### config.mk
export PLATFORM = sky130hd
export DESIGN_NAME = syn_fifo_flags
export DESIGN_NICKNAME = d
export VERILOG_FILES = /design/src/rtl/syn_fifo_flags.sv
export SDC_FILE = /design/constraint.sdc
export NUM_CORES = 1
export LEC_CHECK = 0
export ABC_CLOCK_PERIOD_IN_PS = 4100
export CAP_MARGIN = 20
export CORE_UTILIZATION = 35
export CTS_CLUSTER_SIZE = 40
export DETAILED_ROUTE_END_ITERATION = 7
export GPL_TIMING_DRIVEN = 1
export PLACE_DENSITY = 0.51
export SYNTH_ARGS = -nofsm -noshare
export SYNTH_HDL_FRONTEND = slang
export SYNTH_SLANG_ARGS = --single-unit
### constraint.sdc
create_clock -name i_clk -period 4.1 [get_ports i_clk]
set_input_delay 0.82 -clock i_clk [delete_from_list [all_inputs] [get_ports i_clk]]
set_output_delay 0.82 -clock i_clk [all_outputs]
set_load 0.1 [all_outputs]
### src/rtl/syn_fifo_flags.sv
// syn_fifo_flags: single-clock FIFO with almost-full/empty thresholds, occupancy count,
// overflow/underflow protection and selectable first-word-fall-through read.
module syn_fifo_flags #(
    parameter int data_width = 8,
    parameter int depth      = 8,
    parameter int af_level   = depth - 2,
    parameter int ae_level   = 2,
    parameter bit fwft       = 1'b0
) (
    input  logic                    i_clk,
    input  logic                    i_rst,
    input  logic                    i_wr_en,
    input  logic [data_width-1:0]   i_wr_data,
    input  logic                    i_rd_en,
    output logic [data_width-1:0]   o_rd_data,
    output logic                    o_rd_valid,
    output logic                    o_fifo_full,
    output logic                    o_fifo_empty,
    output logic                    o_almost_full,
    output logic                    o_almost_empty,
    output logic [$clog2(depth):0]  o_data_count,
    output logic                    o_overflow,
    output logic                    o_underflow
);
    localparam int aw = $clog2(depth);
    localparam int cw = aw + 1;
    logic [data_width-1:0] r_mem [depth];
    logic [aw-1:0]         r_wr_ptr, r_rd_ptr;
    logic [cw-1:0]         r_count, w_count_nxt;
    logic [data_width-1:0] r_rd_data;
    logic                  r_rd_valid, r_overflow, r_underflow;
    logic                  w_full, w_empty, w_wr_acc, w_rd_acc;
    assign w_full   = r_count == cw'(depth);
    assign w_empty  = r_count == '0;
    assign w_rd_acc = i_rd_en && !w_empty;
    // a full FIFO can still take a write when a read frees the head slot in the same cycle
    assign w_wr_acc = i_wr_en && (!w_full || w_rd_acc);
    always_comb begin
        w_count_nxt = (w_wr_acc && !w_rd_acc) ? r_count + cw'(1) :
                      (w_rd_acc && !w_wr_acc) ? r_count - cw'(1) : r_count;
    end
    always_ff @(posedge i_clk) begin
        if (w_wr_acc)
            r_mem[r_wr_ptr] <= i_wr_data;
    end
    always_ff @(posedge i_clk or posedge i_rst) begin
        if (i_rst) begin
            r_wr_ptr    <= '0;
            r_rd_ptr    <= '0;
            r_count     <= '0;
            r_rd_data   <= '0;
            r_rd_valid  <= 1'b0;
            r_overflow  <= 1'b0;
            r_underflow <= 1'b0;
        end else begin
            if (w_wr_acc)
                r_wr_ptr <= (r_wr_ptr == aw'(depth - 1)) ? '0 : r_wr_ptr + aw'(1);
            if (w_rd_acc) begin
                r_rd_ptr  <= (r_rd_ptr == aw'(depth - 1)) ? '0 : r_rd_ptr + aw'(1);
                r_rd_data <= r_mem[r_rd_ptr];
            end
            r_count     <= w_count_nxt;
            r_rd_valid  <= w_rd_acc;
            r_overflow  <= i_wr_en && !w_wr_acc;
            r_underflow <= i_rd_en && !w_rd_acc;
        end
    end
    assign o_rd_data      = fwft ? r_mem[r_rd_ptr] : r_rd_data;
    assign o_rd_valid     = fwft ? !w_empty : r_rd_valid;
    assign o_fifo_full    = w_full;
    assign o_fifo_empty   = w_empty;
    assign o_almost_full  = r_count >= cw'(af_level);
    assign o_almost_empty = r_count <= cw'(ae_level);
    assign o_data_count   = r_count;
    assign o_overflow     = r_overflow;
    assign o_underflow    = r_underflow;
endmodule

* After elaboration in Yosys (flattened, before gate mapping)
Memories as Yosys holds them, arrays and structs flattened. A register that Yosys moved wholly into a read port is not among the register bits.
Cells that the tools add are included.
** Operators by class
- Add/sub/neg operators :: 4
- $mul :: 0
- Divide/modulo/power cells :: 0
- $lt $le $gt $ge :: 2
- Equality and inequality tests :: 3
- Shifts and indexed selects :: 0
- Mux-type cells :: 6
- Bitwise operators :: 0
- Reduce and logical (&&, ||, !) cells :: 13
** Operators by type and width (count)
- $mux 4 :: 2
- $add 3x1->3 const B :: 2
- $eq 3x3->1 const B :: 2
- $logic_and 1x1->1 :: 6
- $mux 3 :: 2
- $add 4x1->4 const B :: 1
- $eq 4x4->1 const B :: 1
- $ge 4x3->1 const B :: 1
- $le 4x2->1 const B :: 1
- $logic_not 1->1 :: 4
- $logic_not 4->1 :: 1
- $sub 4x1->4 const B :: 1
- $mux 1 :: 2
- $reduce_bool 2->1 :: 1
- $logic_or 1x1->1 :: 1
** Word-level totals
- Bits in registers :: 13
- Latch bits :: 0
- RAM bits :: 64
- Memory bits (read-only) :: 0
- Bits of input ports :: 12
- Output and inout bits :: 19
- Logic and storage cells :: 35
- Memories :: 1
** Memories
- r_mem :: words 8, bits a word 8, rd ports 1, clocked after Yosys merged registers in 1, wr ports 1, RTL line 27 : logic [data_width-1:0] r_mem [depth];

* Depth between registers and ports, before layout
- Word-level depth :: 9
- Gate-level depth with buffers :: 10
- Mapped depth without buffers :: 10

* Worst setup path before layout
No wires, ideal clock.
- Path type :: register to register
- Start :: register r_count[0] (netlist: o_data_count[0])
- End :: register r_count[3] (netlist: o_data_count[3])
- Setup time :: 0.126 ns
- Data arrival time :: 6.014 ns
- Data required time :: 3.974 ns
- Path slack :: -2.040 ns
- Cell stages (with the launch flop) :: 11
- Buffers on the path :: 1
- Period minus slack after synthesis :: 6.140 ns
- Path through :: dfrtp_1 -> nor4_1 -> nand2b_1 -> buf_2 -> ha_1 -> inv_1 -> ha_1 -> a21o_1 -> a2111oi_0 -> a31oi_1 -> a221o_1
** Between the ends
- Cells in the longest elaborated chain, start to end :: 8
- Elaborated cells between the ends (all ways) :: 16
- Classes of those cells :: add/sub: 2; eq/ne: 1; mux: 2; reduce/logical: 11
** Ends and longest elaborated chain
- start, declared :: RTL line 29 : logic [cw-1:0] r_count, w_count_nxt;
- start signal, assigned :: RTL line 62 : r_count <= w_count_nxt;
- $logic_not 4->1 * :: RTL line 34 : assign w_empty = r_count == '0;
- net o_fifo_empty :: RTL line 18 : output logic o_fifo_empty,
- $logic_not 1->1 *
- $logic_and 1x1->1 * :: RTL line 35 : assign w_rd_acc = i_rd_en && !w_empty;
- $logic_or 1x1->1 :: RTL line 37 : assign w_wr_acc = i_wr_en && (!w_full || w_rd_acc);
- $logic_and 1x1->1 :: RTL line 37
- $logic_not 1->1 :: RTL line 40 : (w_rd_acc && !w_wr_acc) ? r_count - cw'(1) : r_count;
- $logic_and 1x1->1 :: RTL line 40
- $reduce_bool 2->1 (no line)
The timed path passes the listed nets; every way through them passes the cells marked *. The select of a mux whose other input is x is not followed.
A chain may end at the register's enable or synchronous reset.

* Worst setup path in the final report
- Start :: register r_count[0] (netlist: o_data_count[0])
- End :: register r_count[3] (netlist: o_data_count[3])
** Between the ends
- Cells in the longest elaborated chain, start to end :: 8
- Elaborated cells between the ends (all ways) :: 16
- Classes of those cells :: add/sub: 2; eq/ne: 1; mux: 2; reduce/logical: 11
** Ends and longest elaborated chain
- $logic_not 4->1 :: RTL line 34
- $logic_not 1->1
- $logic_and 1x1->1 :: RTL line 35
- $logic_or 1x1->1 * :: RTL line 37
- $logic_and 1x1->1 * :: RTL line 37
- net w_wr_acc :: RTL line 32 : logic w_full, w_empty, w_wr_acc, w_rd_acc;
- $logic_not 1->1 :: RTL line 40
- $logic_and 1x1->1 :: RTL line 40
- $reduce_bool 2->1 (no line)
Marks and branches as above.

==> key figures <==
Yosys
  • Top_reg_cell synth: edfxtp_1
  • Simple-gate area share of the yosys netlist: around 5.7%
  • Sequential area share after synthesis: 69.9%
  • Yosys reg bits: 85
  • Cell taking the most area after synthesis: edfxtp_1
  • Syn avg cell area: 15.8 sq um
  • Synth Area in Adders: 3.07%
  • Post-synthesis mux area share: between 10% and 20%
  • Area of the mapped netlist: 0.00350 sq mm
  • Synth Area in XOR/XNOR: 0.501%
  • Most area-consuming cells after synthesis: edfxtp_1 (55%), dfrtp_1 (15%), mux2_2 (6.1%), mux2i_1 (4.6%), a221o_1 (2.6%)
  • Netlist cell types: 35
  • Post-synth top area share: 54.9%
  • Post-Syn Instances: 221
  • Async SR Flop Fraction: 24.7%
  • Syn. warnings: 0
  • Largest family of logic cells by synthesized area: multiplexers
  • Post-synth EDFFs: 64
  • Compound-Gate Fraction of Synth Area: a little under 8%
  • Synth Net Count: 241

Route
  • Final ANT Viol Nets: 0
  • Vias/cell: 4.77
  • Initial DRC count: 47
  • DRT met1 WL: ~3000 microns
  • Drt total wl: 6460 microns
  • Vias: 1903
  • WL met2: around 3200 microns
  • # DRC: 0
  • Uppermost layer routed: met4
  • Pre-antenna DRT Iters: 4
  • Avg WL per Cell: 16.2 microns
  • Met3 routed WL: between 200 and 250 microns

STA
  • F_max: slightly above 0.3 GHz
  • Worst slew pin tran: 972 ps
  • Setup TNS Final: 0 ps
  • Unrepaired setup endpoints after global routing: no
  • Worst slew margin: 35.0%
  • Hold Vio Cnt, Final: 0
  • # setup viols final: 0
  • Post-layout min period: 3310 ps
  • Period utilisation layout: 80.6%
  • Clock skew: 15.1 ps
  • Max Slew Vio Count: 0

Clock network
  • Reg clk slew, reported paths: 90 ps
  • Worst-Skew Late Latency: 350 ps
  • CTS tree: yes
  • Clock Tree Buf Depth: 2
  • Postcts setup bufs: 0
  • Clock tree sinks: 85
  • Root Buffer: clkbuf_8
  • Cts hold-fix bufs: 0
  • TritonCTS buffer count: 9
  • CTS H-tree depth: 3
  • # resized after CTS: 0

Layout
  • Fill cells: between 900 and 1000
  • Most common cell after layout, fill and taps aside: edfxtp_1
  • Layout Nets: 281
  • Storage element area: between 0.002 and 0.0025 sq mm
  • Final design utilization: 42.8%
  • Most frequent cells in the layout: edfxtp_1 (64), clkdlybuf4s50_1 (29), mux2_2 (19)
  • Final antenna diode count: 0
  • Share of cells above drive strength 1: 20.3%
  • Post-synthesis to final-layout area growth: 19.0%
  • Area of the multi-input gates: 993 sq um

Job
  • Maxcap violations: 0

Floorplan
  • Die X-Extent: 102 microns
  • Std-Cell Rows: 36
  • Die height: between 100 and 150 microns
  • # IOs: 31
  • Starting Density: 36.0%
  • Core area: 0.00973 sq mm
  • Die ar.: 0.0104 sq mm

Setup path
  • CP endpoint kind: flip-flop
  • CP Max Fanout: 10
  • Critical Path Start Type: flip-flop
  • WP data required: between 4000 and 5000 ps
  • Arrival time worst endpoint: 3550 ps
  • Crit path kind: reg2reg

Outcome
  • Run status: finished clean

Global route
  • GR Overflow Total: 0
  • Initial antenna violation count: 0
  • Global-route wire length before repair: 10000 microns
  • Pin count of the biggest net entering global routing: 36
  • Vias in the first global route: 1839
  • GRT Util Overall: between 10% and 20%

Placed design
  • DP Wirelength: slightly above 4000 microns
  • Buffers on Ports: 30
  • Routability cong.: 0.745

Hold path
  • Worst min path class: reg2reg
==> cell families after synthesis <==
kind of cell             Yosys count
AO/OA/AOI/OAI                     37
XOR/XNOR                           2
adder cells (fa/ha/maj)            8
buffers and inverters             14
flip-flops                        85
multiplexers                      35
AND/OR/NAND/NOR                   40
==> metal layers <==
layer,GRT usage (%),vias up
li1,-,932
met1,16.8,926
met2,22.6,37
met3,4.31,8
met4,4.40,0
met5,0,-
==> path summary, 6_finish.rpt <==
check	startpoint	end	slack, ps	cells past startpoint
max in group asynchronous	i_rst	o_data_count[2]$_DFFE_PP0P_	2580	2
hold / removal	o_rd_data[1]$_DFFE_PP0P_	o_rd_data[1]$_DFFE_PP0P_	480	2
setup reg to reg	o_data_count[0]$_DFFE_PP0P_	o_data_count[3]$_DFFE_PP0P_	790	10
setup / recovery	o_data_count[0]$_DFFE_PP0P_	o_data_count[3]$_DFFE_PP0P_	790	10
min in group asynchronous	i_rst	r_wr_ptr[1]$_DFFE_PP0P_	930	2
hold reg to reg	o_rd_data[1]$_DFFE_PP0P_	o_rd_data[1]$_DFFE_PP0P_	480	2
==> cells in the mapped netlist, drive strengths merged, types with 2 or more instances <==
cell type,n
nand2,16
ha,7
nor2,5
nand2b,5
nor3,7
mux2i,16
buf,8
inv,5
mux2,19
a21o,4
edfxtp,64
xnor2,2
o21ai,11
dfrtp,21
a221o,9
nor4,3
o22ai,8
==> through the flow <==
step                hold WS [ps]  cells  area (sq um)  setup WS [ps]
global route                 525    399          4160            602
finish                       482    399          4160            794
floorplan                    542    221          3520           26.2
detailed placement           470    383          3990            574
CTS                          490    399          4160            809
global placement             464    383          3990            637
==> critical path, cell delays in order, from the launching register on <==
cell	delay [ps]
dfrtp_1	500
or4b_4	610
o21ai_4	290
inv_2	90
ha_1	230
inv_1	160
ha_1	260
a21o_1	200
a2111oi_0	450
a31oi_1	80
a221o_1	330
==> registers in the layout, summed over array words and instances (netlist names) <==
signal / flops
o_overflow: 1
o_data_count: 4
o_rd_valid: 1
o_rd_data: 8
o_underflow: 1
r_rd_ptr: 3
r_mem: 64
r_wr_ptr: 3
==> area by class of cell <==
cell class              instances  area share, %
well taps                     133           4.00
clock inverters                 7           1.23
clock buffers                   9           2.97
inverters                       5          0.451
multi-input cells             122           23.9
flip-flops and latches         85           58.9
repair buffers                 38           8.59
Power is not shown: default switching activity piles up to over one toggle a cycle in this logic, so the estimate is an artifact.
==> RTL edit 1, RTL diff (same settings) <==
Change the parameter `fwft` from 1'b0 to 1'b1.
--- a/src/rtl/syn_fifo_flags.sv
+++ b/src/rtl/syn_fifo_flags.sv
@@ -5,7 +5,7 @@
     parameter int depth      = 8,
     parameter int af_level   = depth - 2,
     parameter int ae_level   = 2,
-    parameter bit fwft       = 1'b0
+    parameter bit fwft       = 1'b1
 ) (
     input  logic                    i_clk,
     input  logic                    i_rst,
Behaviour: not the same (Yosys sat finds a counterexample within 4 cycles, from zero or initial values and one cycle with i_rst high).
==> RTL edit 1 against the unedited design <==
  * Die area down 9.3%
  * Register-to-register slack better by 0.29 ns
  * Highest routed layer unchanged
  * Design area down 8.2%
  * Non-clock buffer count decreased by 1
  * Sequential cell count down 9
  * Synthesized area down 9.5%
  * Count of clock-buffer cells in the layout is 1 higher
  * Routed wire length increased by 0.26%
  * Worst setup slack better by 0.053 ns
  * Fmax up 1.6%
Power is not shown: default switching activity piles up to over one toggle a cycle in this logic, so the estimate is an artifact.
==> RTL edit 1: results (changes against the unedited design) <==
Place
* placed cell count: 303, -21%
* gpl congestion: 0.781, +4.8%
* Detailed Place HPWL: 4210 um, +3.8%
* post-placement worst setup slack: 0.778 ns, +0.204 ns

Detailed routing
* DRC marker count from the first detailed-route iteration: 68, +45%
* average wire length per cell after detail routing: 20.3 um, +25%

Setup path
* critical path class: flop to output port
* Worst path max stage delay: 1.00 ns, +0.39 ns
* Critical Path Slowest Stage Cell: clkdlybuf4s50_1
* launch point of the worst reg-to-reg path: o_data_count[2]
* crit path DAT: 2.43 ns, -1.12 ns

Yosys
* Cells after Synth: 164, -26%
* Area contributors post-synth: edfxtp_1 61%, mux4_2 11%, dfrtp_1 9.5%, mux2_2 5.3%, ha_1 2.8%
* portion of the post-synthesis area used by sequential elements: 70.1%, +0.21 points
* Async SR Flop Fraction: 15.8%, -8.9 points
* syn_nets: 184, -24%
* top post-synthesis cells by count: 64 x edfxtp_1, 16 x mux4_2, 15 x mux2_2

Final layout
* proportion of layout cells with a drive suffix above 1: 30.8%, +11 points
* final net count: 226, -20%

Global route
* number of global-route vias before repair: 1,797, -2.3%
* wire length of the first global-routing pass: 10,100 um, +0.62%
* Total Routing Usage GR: 14.7%, +1.1 points

Status
* run status: complete, no violations

STA
* Post-Route Skew: 0.00761 ns, -0.00751 ns
* actual slew at the worst max-slew pin: 0.991 ns, +0.0187 ns

Min path
* critical hold path startpoint: o_data_count[0]

Floorplanning
* Site Rows: 34, -5.6%

RTL edit 1: worst max-delay path, delay by kind of cell (launching register included):
| kind | cells | cell delay (ns) |
|---|---|---|
| buf+inv | 1 | 1.00 |
| flops | 1 | 0.47 |
| simple gates | 1 | 0.61 |
RTL edit 1: metrics by stage:
stage	area, um^2	hold WS [ns]
after CTS	3820	0.636
after floorplan	3170	0.584
final	3820	0.633
after detailed placement	3610	0.625
after global placement	3610	0.609
after global routing	3820	0.666
RTL edit 1: per-layer routing:
layer / global-route usage (%) / routed length (um) / part of all wire (%)
met5: 0 / 0 / 0
met4: 6.43 / 105 / 1.6
met3: 3.09 / 202 / 3.1
met2: 23.7 / 3230 / 50
met1: 19.3 / 2940 / 45
RTL edit 1: kinds of logic (layout without fill, tap and decap cells):
kind of cell | after synthesis | count (layout) | share of synthesized area [%]
simple gates | 26 | 26 | 4.98
flops | 76 | 76 | 70.1
xor+xnor | 2 | 2 | 0.553
buf+inv | 11 | 58 | 1.58
mux | 32 | 32 | 17.0
fa+ha+maj | 8 | 8 | 3.40
compound gates | 9 | 9 | 2.33
RTL edit 1: cell type report:
class                      instances  area (um^2)  share of cell area, %
sequential                        76         2220                   58.2
multi-input combinational         77          911                   23.8
timing repair buffer              37          328                   8.58
tap                              108          135                   3.54
clock buffer                      10          128                   3.34
clock inverter                     6         78.8                   2.06
inverter                           5         18.8                  0.491
RTL edit 1: final timing paths:
path	to	slack (ns)	cells past startpoint
max	o_rd_valid	0.85	2
min	o_data_count[0]	0.63	1
max reg2reg	o_data_count[3]	1.08	9
min reg2reg	o_data_count[0]	0.63	1
max in group asynchronous	r_rd_ptr[0]	2.96	2
min in group asynchronous	o_data_count[3]	0.81	2
==> RTL edit 2, RTL diff (config.mk and constraints unchanged) <==
Without the edit above. Remove the register `r_overflow`: a continuous assignment takes its place, so the output `o_overflow` follows one clock earlier.
--- a/src/rtl/syn_fifo_flags.sv
+++ b/src/rtl/syn_fifo_flags.sv
@@ -50,7 +50,6 @@
             r_count     <= '0;
             r_rd_data   <= '0;
             r_rd_valid  <= 1'b0;
-            r_overflow  <= 1'b0;
             r_underflow <= 1'b0;
         end else begin
             if (w_wr_acc)
@@ -61,10 +60,11 @@
             end
             r_count     <= w_count_nxt;
             r_rd_valid  <= w_rd_acc;
-            r_overflow  <= i_wr_en && !w_wr_acc;
             r_underflow <= i_rd_en && !w_rd_acc;
         end
     end
+
+    assign r_overflow = i_wr_en && !w_wr_acc;
     assign o_rd_data      = fwft ? r_mem[r_rd_ptr] : r_rd_data;
     assign o_rd_valid     = fwft ? !w_empty : r_rd_valid;
     assign o_fifo_full    = w_full;
Check against the original RTL: not equivalent (Yosys sat finds a counterexample within 10 cycles, from zero or initial values and one cycle with i_rst high).
==> RTL edit 2 against the unedited design <==
  * Hold slack worse by 0.0033 ns
  * Synthesized area down 0.72%
  * Worst setup slack worse by 0.021 ns
  * Critical path depth unchanged
  * Design area grew 0.36%
  * Clock skew fell by 0.010 ns
  * Sequential share of layout area is 0.93 points lower
  * Synthesized cell count down 0.45%
  * Routed wire length grew 0.85%
  * Sequential cell count down 1
  * First-iteration DRC count grew 120%
  * Highest routed layer unchanged
Power is not shown: default switching activity piles up to over one toggle a cycle in this logic, so the estimate is an artifact.
==> RTL edit 2: results (changes against the unedited design) <==
Setup path
* crit path DAT: 3.56 ns, about the same
* slack of the worst reg-to-reg path: 0.77 ns, -0.02 ns
* Critical Path Slowest Stage Cell: or4b_4

Yosys
* portion of the post-synthesis area used by sequential elements: 69.7%, -0.22 points
* Area contributors post-synth: edfxtp_1 55%, dfrtp_1 14%, mux2_2 6.2%, mux2i_1 4.6%, a221o_1 2.6%
* Async SR Flop Fraction: 23.8%, -0.90 points
* top post-synthesis cells by count: 64 x edfxtp_1, 20 x dfrtp_1, 19 x mux2_2
* syn_nets: 240, -0.41%

Detailed routing
* ratio of routed vias to standard cells: 4.85, +1.7%
* detailed-route wire length: 6520 um, +0.85%
* wire length on met2: 2880 um, -8.4%
* average wire length per cell after detail routing: 16.5 um, +1.9%
* post-route met1 wirelength: 3280 um, +9.1%
* DRC marker count from the first detailed-route iteration: 104, +120%
* met3 routed wirelength: 269 um, +30%

Place
* post-placement worst setup slack: 0.571 ns, -0.00242 ns
* gpl congestion: 0.737, -1.1%
* Detailed Place HPWL: 4150 um, +2.4%
* placed cell count: 379, -1.0%

Status
* run status: complete, no violations

Global route
* wire length of the first global-routing pass: 10,300 um, +3.2%
* Total Routing Usage GR: 14.1%, +0.53 points
* number of global-route vias before repair: 1,873, +1.8%
* GR met3 Demand/Resource: 4.21%, -0.099 points
* global-route track usage on met2: 21.2%, -1.4 points
* met1 track demand over resource in global routing: 19.5%, +2.7 points

Min path
* endpoint of the worst hold-timing path: o_rd_data[3]
* critical hold path startpoint: o_rd_data[3]

STA
* final worst hold slack: 0.479 ns, -0.00327 ns
* maximum clock frequency: 0.301 GHz, -0.63%
* Post-Route Skew: 0.00511 ns, -0.0100 ns
* actual slew at the worst max-slew pin: 0.979 ns, +0.00623 ns

Final layout
* proportion of layout cells with a drive suffix above 1: 19.5%, -0.75 points

-- RTL edit 2: changes by cell type after synthesis --
cell / delta
dfrtp_1: -1
-- RTL edit 2: cells by family after synthesis --
group,share of synthesized area (%)
flip-flops,69.7
AO/OA/AOI/OAI,7.85
multiplexers,10.8
adder cells (fa/ha/maj),3.10
AND/OR/NAND/NOR,5.76
XOR/XNOR,0.504
buffers and inverters,2.30
-- RTL edit 2: layout make-up --
cell class | count | area, um^2
well taps | 129 | 161
flip-flops and latches | 84 | 2420
multi-input cells | 122 | 998
clock inverters | 6 | 87.6
inverters | 5 | 18.8
fillers | 853 | 5240
repair buffers | 39 | 363
clock buffers | 10 | 128
-- RTL edit 2: worst min-delay path, cell delays in order (launching register included) --
cell	delay [ns]
dfrtp_1	0.35
nand2_1	0.04
o21ai_0	0.06
